### src/rtl/ct_spsram_512x144_ctrl_if.sv
// Requester bundle for the 512x144 SRAM controller: two valid/gnt ports.
// The master side drives the request fields; the slave side returns the grants.
interface ct_spsram_512x144_ctrl_if #(
  parameter int AW = 9,
  parameter int DW = 144
);
  logic          req0_vld;
  logic          req0_wr;
  logic [AW-1:0] req0_addr;
  logic [DW-1:0] req0_din;
  logic [DW-1:0] req0_bmask;
  logic          req0_gnt;
  logic          req1_vld;
  logic          req1_wr;
  logic [AW-1:0] req1_addr;
  logic [DW-1:0] req1_din;
  logic [DW-1:0] req1_bmask;
  logic          req1_gnt;

  modport master (
    output req0_vld, req0_wr, req0_addr,
    output req0_din, req0_bmask,
    input  req0_gnt,
    output req1_vld, req1_wr, req1_addr,
    output req1_din, req1_bmask,
    input  req1_gnt
  );

  modport slave (
    input  req0_vld, req0_wr, req0_addr,
    input  req0_din, req0_bmask,
    output req0_gnt,
    input  req1_vld, req1_wr, req1_addr,
    input  req1_din, req1_bmask,
    output req1_gnt
  );
endinterface

### src/rtl/ct_spsram_512x144_ctrl.sv
// Round-robin controller for one 512x144 single-port SRAM.
// Define CT_SPSRAM_512X144_CTRL_INIT_EN to build the zero-fill init sweep.
module ct_spsram_512x144_ctrl #(
  parameter int ADDR_WIDTH = 9,
  parameter int DATA_WIDTH = 144,
  parameter logic [DATA_WIDTH-1:0] INIT_DATA = '0
) (
  input  logic                  forever_cpuclk,
  input  logic                  cpurst_b,
  input  logic                  init_req,
  output logic                  init_done,
  ct_spsram_512x144_ctrl_if.slave req,
  output logic                  rd_vld,
  output logic                  rd_id,
  output logic [DATA_WIDTH-1:0] rd_data,
  output logic [ADDR_WIDTH-1:0] sram_a,
  output logic                  sram_cen,
  output logic                  sram_gwen,
  output logic [DATA_WIDTH-1:0] sram_wen,
  output logic [DATA_WIDTH-1:0] sram_d,
  input  logic [DATA_WIDTH-1:0] sram_q
);

  typedef enum logic [1:0] {
    S_IDLE = 2'd0,
    S_INIT = 2'd1,
    S_RUN  = 2'd2
  } state_t;

  state_t                r_state;
  state_t                w_nxt;
  logic                  r_rr;
  logic                  r_rd_vld;
  logic                  r_rd_id;
  logic [ADDR_WIDTH-1:0] r_a;
  logic [DATA_WIDTH-1:0] r_d;
  logic                  w_run;
  logic                  w_init;
  logic [ADDR_WIDTH-1:0] w_cnt;
  logic                  w_g0;
  logic                  w_g1;

`ifdef CT_SPSRAM_512X144_CTRL_INIT_EN
  logic [ADDR_WIDTH-1:0] r_init_cnt;

  // Counter wraps 511 -> 0 on the last sweep write.
  always_ff @(posedge forever_cpuclk or negedge cpurst_b) begin
    if (!cpurst_b)
      r_init_cnt <= '0;
    else if (w_init)
      r_init_cnt <= r_init_cnt + 1'b1;
  end

  assign w_init = (r_state == S_INIT);
  assign w_cnt  = r_init_cnt;
`else
  logic w_unused;
  assign w_unused = init_req;
  assign w_init   = 1'b0;
  assign w_cnt    = '0;
`endif

  always_ff @(posedge forever_cpuclk or negedge cpurst_b) begin
    if (!cpurst_b)
      r_state <= S_IDLE;
    else
      r_state <= w_nxt;
  end

  always_comb begin
    w_nxt = r_state;
    case (r_state)
`ifdef CT_SPSRAM_512X144_CTRL_INIT_EN
      S_IDLE: w_nxt = S_INIT;
      S_INIT: if (&r_init_cnt) w_nxt = S_RUN;
      S_RUN:  if (init_req) w_nxt = S_INIT;
`else
      S_IDLE: w_nxt = S_RUN;
      S_RUN:  w_nxt = S_RUN;
`endif
      default: w_nxt = S_IDLE;
    endcase
  end

  assign w_run = (r_state == S_RUN);
  assign w_g0  = w_run & req.req0_vld &
                 (~req.req1_vld | r_rr);
  assign w_g1  = w_run & req.req1_vld &
                 (~req.req0_vld | ~r_rr);

  always_comb begin
    sram_cen  = 1'b1;
    sram_gwen = 1'b1;
    sram_wen  = '1;
    sram_a    = r_a;
    sram_d    = r_d;
    unique case (1'b1)
      w_init: begin
        sram_cen  = 1'b0;
        sram_gwen = 1'b0;
        sram_wen  = '0;
        sram_a    = w_cnt;
        sram_d    = INIT_DATA;
      end
      w_g0: begin
        sram_cen = 1'b0;
        sram_a   = req.req0_addr;
        if (req.req0_wr) begin
          sram_gwen = 1'b0;
          sram_wen  = ~req.req0_bmask;
          sram_d    = req.req0_din;
        end
      end
      w_g1: begin
        sram_cen = 1'b0;
        sram_a   = req.req1_addr;
        if (req.req1_wr) begin
          sram_gwen = 1'b0;
          sram_wen  = ~req.req1_bmask;
          sram_d    = req.req1_din;
        end
      end
      default: ;
    endcase
  end

  // Address/data pins keep their last value when idle.
  always_ff @(posedge forever_cpuclk or negedge cpurst_b) begin
    if (!cpurst_b) begin
      r_a      <= '0;
      r_d      <= '0;
      r_rr     <= 1'b1;
      r_rd_vld <= 1'b0;
      r_rd_id  <= 1'b0;
    end else begin
      r_a      <= sram_a;
      r_d      <= sram_d;
      r_rd_vld <= (w_g0 & ~req.req0_wr) |
                  (w_g1 & ~req.req1_wr);
      if (w_g0)
        r_rr <= 1'b0;
      else if (w_g1)
        r_rr <= 1'b1;
      if (w_g0 & ~req.req0_wr)
        r_rd_id <= 1'b0;
      else if (w_g1 & ~req.req1_wr)
        r_rd_id <= 1'b1;
    end
  end

  assign req.req0_gnt = w_g0;
  assign req.req1_gnt = w_g1;
  assign init_done    = w_run;
  assign rd_vld       = r_rd_vld;
  assign rd_id        = r_rd_id;
  assign rd_data      = sram_q;

endmodule
### src/flat_wrapper.sv
// flat-port wrapper written by rule: the top's interface ports become plain ports
module ct_spsram_512x144_ctrl_flat 
#(
  parameter int ADDR_WIDTH = 9,
  parameter int DATA_WIDTH = 144,
  parameter logic [DATA_WIDTH-1:0] INIT_DATA = '0
)
  (forever_cpuclk, cpurst_b, init_req, init_done, rd_vld, rd_id, rd_data, sram_a, sram_cen, sram_gwen, sram_wen, sram_d, sram_q, req_req0_vld, req_req0_wr, req_req0_addr, req_req0_din, req_req0_bmask, req_req0_gnt, req_req1_vld, req_req1_wr, req_req1_addr, req_req1_din, req_req1_bmask, req_req1_gnt);
  ct_spsram_512x144_ctrl_if req_i ();
  input  logic forever_cpuclk;
  input  logic cpurst_b;
  input  logic init_req;
  output logic init_done;
  output logic rd_vld;
  output logic rd_id;
  output logic [DATA_WIDTH-1:0] rd_data;
  output logic [ADDR_WIDTH-1:0] sram_a;
  output logic sram_cen;
  output logic sram_gwen;
  output logic [DATA_WIDTH-1:0] sram_wen;
  output logic [DATA_WIDTH-1:0] sram_d;
  input  logic [DATA_WIDTH-1:0] sram_q;
  input wire logic [$bits(req_i.req0_vld)-1:0] req_req0_vld;
  input wire logic [$bits(req_i.req0_wr)-1:0] req_req0_wr;
  input wire logic [$bits(req_i.req0_addr)-1:0] req_req0_addr;
  input wire logic [$bits(req_i.req0_din)-1:0] req_req0_din;
  input wire logic [$bits(req_i.req0_bmask)-1:0] req_req0_bmask;
  output wire logic [$bits(req_i.req0_gnt)-1:0] req_req0_gnt;
  input wire logic [$bits(req_i.req1_vld)-1:0] req_req1_vld;
  input wire logic [$bits(req_i.req1_wr)-1:0] req_req1_wr;
  input wire logic [$bits(req_i.req1_addr)-1:0] req_req1_addr;
  input wire logic [$bits(req_i.req1_din)-1:0] req_req1_din;
  input wire logic [$bits(req_i.req1_bmask)-1:0] req_req1_bmask;
  output wire logic [$bits(req_i.req1_gnt)-1:0] req_req1_gnt;
  assign req_i.req0_vld = req_req0_vld;
  assign req_i.req0_wr = req_req0_wr;
  assign req_i.req0_addr = req_req0_addr;
  assign req_i.req0_din = req_req0_din;
  assign req_i.req0_bmask = req_req0_bmask;
  assign req_req0_gnt = req_i.req0_gnt;
  assign req_i.req1_vld = req_req1_vld;
  assign req_i.req1_wr = req_req1_wr;
  assign req_i.req1_addr = req_req1_addr;
  assign req_i.req1_din = req_req1_din;
  assign req_i.req1_bmask = req_req1_bmask;
  assign req_req1_gnt = req_i.req1_gnt;
  ct_spsram_512x144_ctrl #(.ADDR_WIDTH(ADDR_WIDTH), .DATA_WIDTH(DATA_WIDTH), .INIT_DATA(INIT_DATA)) u_core (.forever_cpuclk(forever_cpuclk), .cpurst_b(cpurst_b), .init_req(init_req), .init_done(init_done), .req(req_i), .rd_vld(rd_vld), .rd_id(rd_id), .rd_data(rd_data), .sram_a(sram_a), .sram_cen(sram_cen), .sram_gwen(sram_gwen), .sram_wen(sram_wen), .sram_d(sram_d), .sram_q(sram_q));
endmodule
### config.mk
export PLATFORM = sky130hd
export DESIGN_NAME = ct_spsram_512x144_ctrl_flat
export DESIGN_NICKNAME = d
export VERILOG_FILES = /design/src/rtl/ct_spsram_512x144_ctrl_if.sv /design/src/rtl/ct_spsram_512x144_ctrl.sv /design/src/flat_wrapper.sv
export SDC_FILE = /design/constraint.sdc
export NUM_CORES = 1
export LEC_CHECK = 0
export BUFFER_PORTS_ARGS = -buffer_cell sky130_fd_sc_hd__buf_2
export CORE_AREA = 2 2 461 463
export DETAILED_ROUTE_END_ITERATION = 10
export DIE_AREA = 0 0 463 465
export MAX_ROUTING_LAYER = met4
export PLACE_DENSITY = 0.3
export SLEW_MARGIN = 20
export SYNTH_ARGS = -nofsm -noshare
export SYNTH_HDL_FRONTEND = slang
export SYNTH_SLANG_ARGS = --single-unit
### constraint.sdc
create_clock -name forever_cpuclk -period 2.3 [get_ports forever_cpuclk]
set_clock_uncertainty 0.1 [all_clocks]
set_input_delay 0.115 -clock forever_cpuclk [delete_from_list [all_inputs] [get_ports forever_cpuclk]]
set_output_delay 0.115 -clock forever_cpuclk [all_outputs]
set_load 0.05 [all_outputs]
==> results of run 1 <==
==> final timing paths <==
kind                                   start              end  slack (ps)  cells past startpoint
min reg2reg                     u_core.rd_id     u_core.rd_id         390                      1
max reg2reg                u_core.r_state[1]    u_core.r_a[1]         -40                      8
max                              u_core.r_rr     sram_wen[77]        -400                      7
min in group asynchronous           cpurst_b   u_core.r_d[37]          60                      3
max in group asynchronous           cpurst_b      u_core.r_rr        1600                      3
min                        req_req0_din[108]  u_core.r_d[108]          50                      4
==> area by class of cell <==
cell class | instances | area [um^2]
Antenna cell | 6 | 15.0
Fill cell | 24100 | 181000
Timing Repair inverter | 1 | 8.76
Tap cell | 2821 | 3530
Clock buffer | 18 | 429
Timing Repair Buffer | 1382 | 12700
Multi-Input combinational cell | 1038 | 9280
Sequential cell | 157 | 3930
Inverter | 4 | 51.3
Clock inverter | 14 | 131
==> Yosys cell counts <==
library cell	instances	area (um^2)
a21o_2	1	8.76
a221o_1	153	1530
and2_1	9	56.3
buf_1	8	30.0
buf_2	107	536
buf_4	152	1140
buf_6	2	22.5
clkbuf_1	37	139
conb_1	1	3.75
dfrtp_1	156	3900
dfstp_2	1	26.3
inv_1	1	3.75
inv_2	3	11.3
mux2i_1	288	2880
nand2_1	435	1630
nand3_2	1	10.0
nor3b_1	1	7.51
o21a_1	1	7.51
o21ai_0	1	5.00
o221ai_1	145	1270
o22a_1	1	8.76
o22ai_1	1	6.26
==> per-stage QoR <==
stage | cells | setup TNS [ps] | hold WS, ps
floorplan | 1505 | -23730 | -281
finish | 5441 | -74240 | 45.5
detailed placement | 5017 | 0 | -73.5
global route | 5440 | -101180 | 48.3
CTS | 5365 | -97060 | 0.226
global placement | 5017 | 0 | -65.8
==> repair_timing <==
item	in CTS	in global routing
endpoints found under the hold margin	311	1
hold buffers	310	1
gates cloned	5	24
buffers inserted	1	45
pin swaps	46	53
gates resized for setup	226	304
endpoints found under the setup margin	300	310
==> power by group <==
group | switching [uW] | leakage (uW) | internal (uW)
combinational | 6520 | 0.0107 | 4380
clock | 1670 | 0.000263 | 1420
sequential | 397 | 0.00197 | 3310
==> layer usage <==
metal	global-route usage, %	vias up	share of wire (%)
met3	4.74	144	9.0
li1	-	7691	-
met5	-	-	0
met4	3.19	0	2.7
met1	11.6	8346	37
met2	19.0	810	51
==> logic make-up (layout without fill, tap and decap cells) <==
kind of cell,after synthesis,after routing,share of synthesized area [%]
flops,157,157,29.7
simple gates,446,446,12.9
mux,288,288,21.8
compound gates,303,303,21.4
other cells,1,7,0.0283
buf+inv,310,1419,14.2
==> state kept, by name, indices dropped and copies added (netlist names) <==
register        flops
u_core.rd_vld       1
u_core.r_rr         1
u_core.rd_id        1
u_core.r_state      1
u_core.r_a          9
u_core.r_d        144
==> critical path: cells and delay by family (launching register included) <==
family	cells	cell delay [ps]
simple gates	2	220
buf+inv	4	630
compound gates	1	430
flops	1	540
==> layout by cell type (no fill, tap or decap), drive strengths merged <==
cell type	n
diode	6
and2	9
clkinv	6
conb	1
inv	9
dfrtp	156
mux2i	288
nor3b	1
a21o	1
dlygate4sd3	310
clkbuf	37
o21a	1
clkinvlp	4
buf	1052
a221o	153
o22ai	1
dfstp	1
bufbuf	1
o221ai	145
o21ai	1
nand2	435
o22a	1
nand3	1
==> metrics.yaml, run 1 <==
cts.clk_slew.worst_paths_ps: 80
drtIter0Drc: 939
syn_inst: 1505
routabilityCongestion: 0.896
start_kind: "flip-flop"
violations: "setup timing"
leakage_uw: 0.0130
final_util_pct: 14.3
dp_hpwl_um: 100000
grt_max_degree: 93
vdd_ir_drop_max_mv: 0.673
vias_per_cell: 3.12
grt_setup_unrepaired: "yes"
min_period_ps: 2700
die_area_um2: 215000
hp-class: "primary input to flip-flop"
yosysSeqAreaShare_pct: 29.7
pre_cts_slack_ps: 84.8
slowest_delay_ps: 540
crit_type: "flip-flop to primary output"
syn_area_um2: 13200
coreArea_um2: 211000
status: "complete, but fails checks"
setup_ws_ps: -401
initial_core_util_pct: 6.28
setup_violations: 303
cts_tree: "built"
clk_path_buf_depth: 2
grt_usage_pct: 11.1
fp.dieW_um: 463
drive_above_1_share_pct: 49.5
synth_nets: 2250
placed_area_um2: 22800
power_density_nw_per_um2: 588
crit_top_cell: "buf_12"
gr-total-overflow: 0
critPathCaptureType: "primary output"
num_rows: 169
finalInstanceArea_um2: 30100
fin_crit_sh_pct: 117
hold_viol: 0
worstPathCellList: "nand2_1 > nand3_4 > buf_12 > inv_16 > buf_12 > a221o_2 > buf_12"
io_pins: 1193
vias: 17000
cts.sink_count: 157
finalPower_uw: 17700
yosysWarnings: 0
io_buffer_count: 903
crit_arrival_ps: 2490
maxCapViolCount: 0
drcViolationCount: 0
wire_per_inst_um: 23.7
postRouteAntennaNets: 0
htree_num_levels: 4
worstSkewPairLatency_ps: 530
max_slew_margin_pct: 58.8
syn_area_per_cell_um2: 8.80
grt_pass1_wl_um: 158000
slew_viol_final: 0
tightest_slew_ps: 619
grt_pass1_vias: 17200
nets: 3346
dr.pass1.iters: 5
required_ps: 2090
synth_cell_types: 22
die_y_um: 465
fmax_ghz: 0.370
drt_wl_total_um: 129000
antenna_found_initial: 11
ys_seq_elements: 157
area_growth_pct: 127
cts_inserted_buffers: 17
cts_root_buffer: "clkbuf_16"
crit_fanout: 43
critPathSlowestCell: "dfstp_2"
No activity file was read; power rests on OpenSTA's default activity.
==> run 2: changes to the inputs <==
Settings changed: ABC_AREA set to 1, CORE_AREA 2 2 461 463 to 2 2 468 470, DIE_AREA 0 0 463 465 to 0 0 470 472.
Clock period 2.3 ns to 2.5 ns, I/O delays scaled along.
==> run 2 against run 1 <==
Compared with the run above:
- the run still ends with setup timing left
- count of clock-buffer cells in the layout increased by 1
- global-route usage increased by 4.0 points
- combinational power increased by 8%
- register-to-register slack improved by 120 ps
- routed wire length increased by 33%
- non-clock buffer count increased by 43
- largest cell class unchanged
- largest power group unchanged
==> metrics.yaml, run 2 <==
status: "complete, but fails checks"  # unchanged
violations: "setup timing"  # unchanged
use_met3_pct: 5.27  # was 4.74%
htree_num_levels: 4  # unchanged
grt_max_degree: 78  # was 93
dp_hpwl_um: 127000  # was 100000 um
area_growth_pct: 147  # was 127%
grt_usage_pct: 15.1  # was 11.1%
min_period_ps: 2570
grt_pass1_vias: 23300  # was 17.2k
min_path_cells: 5  # was 4
synth_top_flop_cell: "dfrtp_1"  # unchanged
gr-total-overflow: 0  # unchanged
setup_violations: 18  # was 303
vias_per_cell: 3.36  # was 3.12
yosys.area.top_type_share_pct: 48.9  # was 29.5%
grt_pass1_wl_um: 218000  # was 158000 um
busiest_layer: "met2"  # unchanged
die_area_um2: 222000  # was 215000 um^2
r2r_slack_ps: 80  # was -40 ps
worstSkewPairLatency_ps: 530  # about the same
synth_common_cells: "nand2_1, nand3_1, dfrtp_1"  # was nand2_1, mux2i_1, dfrtp_1
grt_setup_unrepaired: "yes"  # unchanged
drcViolationCount: 0  # unchanged
cts_tree: "built"  # unchanged
start_kind: "flip-flop"  # unchanged
die_y_um: 472  # was 465 um
routabilityCongestion: 0.900  # was 0.896
min_to: "u_core.r_d[137]"  # was u_core.r_d[108]
cts_inserted_buffers: 17  # unchanged
io_buffer_count: 903  # unchanged
timing.rr.end: "u_core.r_d[108]"  # was u_core.r_a[1]
num_rows: 171  # was 169
crit_fanout: 8  # was 43
holdWs_ps: 79.4  # was 45.5 ps
cts_root_buffer: "clkbuf_16"  # unchanged
use_met1_pct: 15.5  # was 11.6%
setup_ws_ps: -67.5  # was -401 ps
antenna_found_initial: 31  # was 11
synth_area_leaders: "nand2_1, dfrtp_1, nand3_1"  # was dfrtp_1, mux2i_1, nand2_1
synth_edf_count: 0  # unchanged
critPathCaptureType: "primary output"  # unchanged
ys_seq_elements: 157  # unchanged
io_pins: 1193  # unchanged
vias: 22600  # was 17.0k
fmax_ghz: 0.389
reg2reg_depth: 11  # was 8
clk_path_buf_depth: 2  # unchanged
largest_reg_flops: 144  # unchanged
r2r_start: "u_core.r_rr"  # was u_core.r_state[1]
maxCapViolCount: 0  # unchanged
cts.clk_slew.worst_paths_ps: 70  # was 80 ps
crit_type: "flip-flop to primary output"  # unchanged
placed_area_um2: 25100  # was 22800 um^2
crit_arrival_ps: 2340  # was 2490 ps
syn_area_um2: 14600  # was 13200 um^2
drive_above_1_share_pct: 43.0  # was 49.5%
coreArea_um2: 217000  # was 211000 um^2
cts.sink_count: 157  # unchanged
power_density_nw_per_um2: 501  # was 588 nW/um^2
required_ps: 2280  # was 2090 ps
vdd_ir_drop_max_mv: 0.394  # was 0.673 mV
biggestRegsByFlops: "u_core.r_d x144, u_core.r_a x9"  # unchanged
leakage_uw: 0.0181  # was 0.0130 uW
nets: 4564  # was 3346
tns_ps: -427  # was -74240 ps
yosysSeqAreaShare_pct: 26.8  # was 29.7%
drt_wl_total_um: 172000  # was 129000 um
final_util_pct: 16.7  # was 14.3%
slew_viol_final: 0  # unchanged
synth_nets: 3455  # was 2250
tightest_slew_ps: 554  # was 619 ps
hold_viol: 0  # unchanged
dr.pass1.iters: 5  # unchanged
worstHoldStart: "req_req0_din[137]"  # was req_req0_din[108]
post-synth-top-count-cell: "nand2_1"  # unchanged
finalInstanceArea_um2: 36100  # was 30100 um^2
yosysWarnings: 0  # unchanged
netlist.top_cell.by_area: "nand2_1"  # was dfrtp_1
wire_per_inst_um: 25.6  # was 23.7 um
initial_core_util_pct: 6.77  # was 6.28%
max_slew_margin_pct: 63.1  # was 58.8%
regMostFlops: "u_core.r_d"  # unchanged
postRouteAntennaNets: 0  # unchanged
fp.dieW_um: 470  # was 463 um
drtIter0Drc: 1043  # was 939
grt_use_met2_pct: 26.7  # was 19.0%
finalPower_uw: 18100  # was 17700 uW
layout_commonest_cell: "nand2_1"  # was buf_2
ys_async_sr_fraction_pct: 100  # unchanged
layout_common_cells: "nand2_1, buf_2, dlygate4sd3_1, buf_12, nand3_4"  # was buf_2, nand2_1, dlygate4sd3_1, mux2i_1, buf_12
fin_crit_sh_pct: 103
synth_cell_types: 14  # was 22
syn_area_per_cell_um2: 5.41  # was 8.80 um^2
syn_inst: 2710  # was 1505
hp-class: "primary input to flip-flop"  # unchanged
[run 2: area by class of cell]
| class | instances | area [um^2] |
|---|---|---|
| antenna | 28 | 70.1 |
| clock buffer | 19 | 443 |
| clock inverter | 13 | 158 |
| fill | 24700 | 180000 |
| inverter | 8 | 56.3 |
| multi-input combinational | 2210 | 12800 |
| sequential | 157 | 3930 |
| tap | 2854 | 3570 |
| timing repair buffer | 1425 | 15200 |
[run 2: where the power goes]
group          switching, uW  leakage (uW)  total [uW]  internal (uW)
registers                309       0.00202        3260           2950
clock network           1510      0.000284        3030           1520
logic                   6910        0.0158       11800           4920
[run 2: what timing repair did]
| item | CTS | global route |
|---|---|---|
| setup buffers | 67 | 28 |
| pin swaps | 5 | 24 |
| gates cloned | 35 | 15 |
| gates resized for setup | 708 | 470 |
| hold buffers | 305 | 0 |
| hold endpoints to repair | 311 | 0 |
| endpoints found under the setup margin | 298 | 292 |
[run 2: kinds of logic after synthesis]
group                  Yosys count  share of synthesized area [%]
buffers and inverters          343                           13.9
other                            1                         0.0256
AO/OA/AOI/OAI                    2                         0.0769
flip-flops                     157                           26.8
AND/OR/NAND/NOR               2207                           59.2
[run 2: worst max path at each step]
stage          cells past startpoint              end  slack, ps         startpoint
2_1_floorplan                      7  u_core.r_d[100]        240  u_core.r_state[1]
6_report                          10     sram_wen[87]        -70        u_core.r_rr
3_5_place_dp                       8      sram_wen[0]        220  u_core.r_state[1]
5_1_grt                           10     sram_wen[87]       -170        u_core.r_rr
4_1_cts                           10     sram_wen[61]       -180        u_core.r_rr
3_3_place_gp                       8    sram_wen[143]        240  u_core.r_state[1]
[run 2: metal layers]
| layer | part of all wire (%) | routed length, um |
|---|---|---|
| met3 | 8.5 | 14600 |
| met5 | 0 | 0 |
| met1 | 36 | 62000 |
| met2 | 52 | 89500 |
| met4 | 3.5 | 5990 |
[run 2: through the flow]
step	instances	worst slack, ps
floorplan	2710	238
global placement	6221	240
detailed placement	6221	222
CTS	6656	-176
global route	6709	-167
finish	6714	-67.5
[run 2: worst max-delay path, cell delays in order (launching register included)]
cell and delay [ps]:
dfstp_2 550, inv_2 50, a21oi_4 140, buf_12 170, buf_16 200, buf_12 150
buf_16 150, buf_6 110, nand2_4 40, nand3_4 90, buf_12 140
==> run 3: changes to the inputs <==
Settings changed: SKIP_LAST_GASP set to 1.
==> run 3 against run 2 <==
Compared with the run above:
- the run still ends with setup timing left
- final cell count barely moved
- clock power barely moved
- non-clock buffer count fell by 7
- hold slack got worse by 4.5 ps
- critical path depth did not move
- combinational power fell by 3%
- setup slack improved by 2.5 ps
- largest power group unchanged
==> metrics.yaml, run 3 (synthesis gave the netlist of run 2 again) <==
dr.pass1.iters: 5  # unchanged
die_area_um2: 222000  # unchanged
drtIter0Drc: 1176  # was 1043
slowest_delay_ps: 550  # about the same
htree_num_levels: 4  # unchanged
hold_viol: 0  # unchanged
crit_arrival_ps: 2340  # about the same
slew_viol_final: 0  # unchanged
required_ps: 2280  # about the same
wl_met2_um: 86600  # was 89500 um
drcViolationCount: 0  # unchanged
fp.dieW_um: 470  # unchanged
status: "complete, but fails checks"  # unchanged
area_growth_pct: 139  # was 147%
max_slew_margin_pct: 62.2  # was 63.1%
grt_usage_pct: 15.1  # about the same
start_kind: "flip-flop"  # unchanged
biggestRegsByFlops: "u_core.r_d x144, u_core.r_a x9"  # unchanged
crit_fanout: 8  # unchanged
nets: 4557  # was 4564
gr-total-overflow: 0  # unchanged
routabilityCongestion: 0.900  # unchanged
crit_type: "flip-flop to primary output"  # unchanged
hp-class: "primary input to flip-flop"  # unchanged
tns_ps: -816  # was -427 ps
crit_top_cell: "buf_12"  # unchanged
r2r_slack_ps: 90  # was 80 ps
initial_core_util_pct: 6.77  # unchanged
cts.sink_count: 157  # unchanged
largest_reg_flops: 144  # unchanged
finalPower_uw: 17700  # was 18100 uW
min_period_ps: 2570  # about the same
finalInstanceArea_um2: 35000  # was 36100 um^2
io_pins: 1193  # unchanged
tightest_slew_ps: 567  # was 554 ps
postRouteAntennaNets: 0  # unchanged
cts.clk_slew.worst_paths_ps: 70  # about the same
placed_area_um2: 25100  # unchanged
die_y_um: 472  # unchanged
grt_setup_unrepaired: "yes"  # unchanged
critPathCaptureType: "primary output"  # unchanged
timing.rr.end: "u_core.r_d[20]"  # was u_core.r_d[108]
antenna_found_initial: 33  # was 31
drive_above_1_share_pct: 40.5  # was 43.0%
grt_pass1_vias: 23100  # was 23.3k
drt_wl_total_um: 170000  # was 172000 um
final_util_pct: 16.1  # was 16.7%
vias_per_cell: 3.35  # was 3.36
placed_cells_incl_taps: 6221  # unchanged
cts_tree: "built"  # unchanged
reg2reg_depth: 10  # was 11
critPathSlowestCell: "dfstp_2"  # unchanged
io_buffer_count: 903  # unchanged
clk_path_buf_depth: 2  # unchanged
wire_per_inst_um: 25.3  # was 25.6 um
cts_inserted_buffers: 17  # unchanged
grt_pass1_wl_um: 218000  # about the same
regMostFlops: "u_core.r_d"  # unchanged
maxCapViolCount: 0  # unchanged
wl_met1_um: 61600  # was 62000 um
dp_hpwl_um: 127000  # unchanged
instances_no_fill: 6710  # was 6714
vias: 22500  # was 22.6k
layout_common_cells: "nand2_1, buf_2, dlygate4sd3_1, buf_12, dfrtp_1"  # was nand2_1, buf_2, dlygate4sd3_1, buf_12, nand3_4
leakage_uw: 0.0175  # was 0.0181 uW
startpoint: "u_core.r_rr"  # unchanged
fmax_ghz: 0.390  # was 0.389 GHz
endpoint: "sram_wen[87]"  # unchanged
grt_max_degree: 78  # unchanged
coreArea_um2: 217000  # unchanged
worstPathCellList: "inv_2 > a21oi_4 > buf_12 > buf_16 > buf_12 > buf_16 > buf_6 > nand2_4 > nand3_4 > buf_12"  # unchanged
setup_violations: 37  # was 18
met3_length_um: 15100  # was 14600 um
setup_ws_ps: -65.0  # was -67.5 ps
vdd_ir_drop_max_mv: 0.342  # was 0.394 mV
topRoutingLayerUsed: "met4"  # unchanged
cts_root_buffer: "clkbuf_16"  # unchanged
r2r_start: "u_core.r_rr"  # unchanged
power_density_nw_per_um2: 506  # was 501 nW/um^2
fin_crit_sh_pct: 103  # about the same
worstHoldStart: "req_req0_din[137]"  # unchanged
num_rows: 171  # unchanged
layout_commonest_cell: "nand2_1"  # unchanged
violations: "setup timing"  # unchanged
worstSkewPairLatency_ps: 530  # about the same
==> run 3: cell count changes in the layout (fill, tap and decap cells not counted), moves of 3 or more <==
cell / change
buf_12: -5
buf_4: +30
buf_6: +7
buf_8: -38
diode_2: +3
nand2_1: +46
nand2_2: -16
nand2_4: -29
nand3_1: +44
nand3_2: -7
nand3_4: -37
==> run 3: where the power goes <==
group	leakage [uW]	total (uW)	internal (uW)	switching (uW)
clock network	0.000284	3030	1520	1520
registers	0.00202	3260	2950	308
logic	0.0152	11400	4670	6730
total	0.0175	17700	9140	8560
==> run 3: cell type report <==
class,instances,area [um^2]
Tap cell,2854,3570
Sequential cell,157,3930
Inverter,8,56.3
Antenna cell,31,77.6
Clock inverter,13,158
Fill cell,24800,182000
Multi-Input combinational cell,2210,12000
Timing Repair Buffer,1418,14700
Clock buffer,19,443
==> run 3: how the worst min path moves through the flow <==
stage | slack [ps] | end | depth (start not counted)
floorplan | -270 | u_core.r_a[0] | 0
global placement | 20 | u_core.r_d[88] | 1
detailed placement | 10 | u_core.r_d[88] | 1
CTS | 0.3 | u_core.r_d[13] | 7
global route | 60 | u_core.r_d[137] | 5
finish | 70 | u_core.r_d[137] | 5
==> run 3: repair_timing <==
item | CTS | global route
hold buffers | 303 | 2
pin swaps | 5 | 21
hold endpoints to repair | 310 | 1
buffers inserted | 67 | 25
cloned | 35 | 10
endpoints found under the setup margin | 298 | 291
gates resized for setup | 599 | 350
==> run 3: metrics by stage <==
step / hold WS [ps] / setup slack [ps]
after floorplan: -271 / 238
after global placement: 19.8 / 240
after detailed placement: 14.4 / 222
after CTS: 0.304 / -212
after global routing: 63.6 / -168
final: 75.0 / -65.0
==> run 3: worst max-delay path: cells and delay by family (launching register included) <==
kind	cells	cell delay, ps
buf+inv	7	970
flops	1	550
compound gates	1	140
simple gates	2	130
==> run 3: metal layers <==
layer / vias up / GRT usage [%]
li1: 10400 / -
met1: 10900 / 15.3
met2: 894 / 26.5
met3: 255 / 5.38
met4: 0 / 5.46
met5: - / -
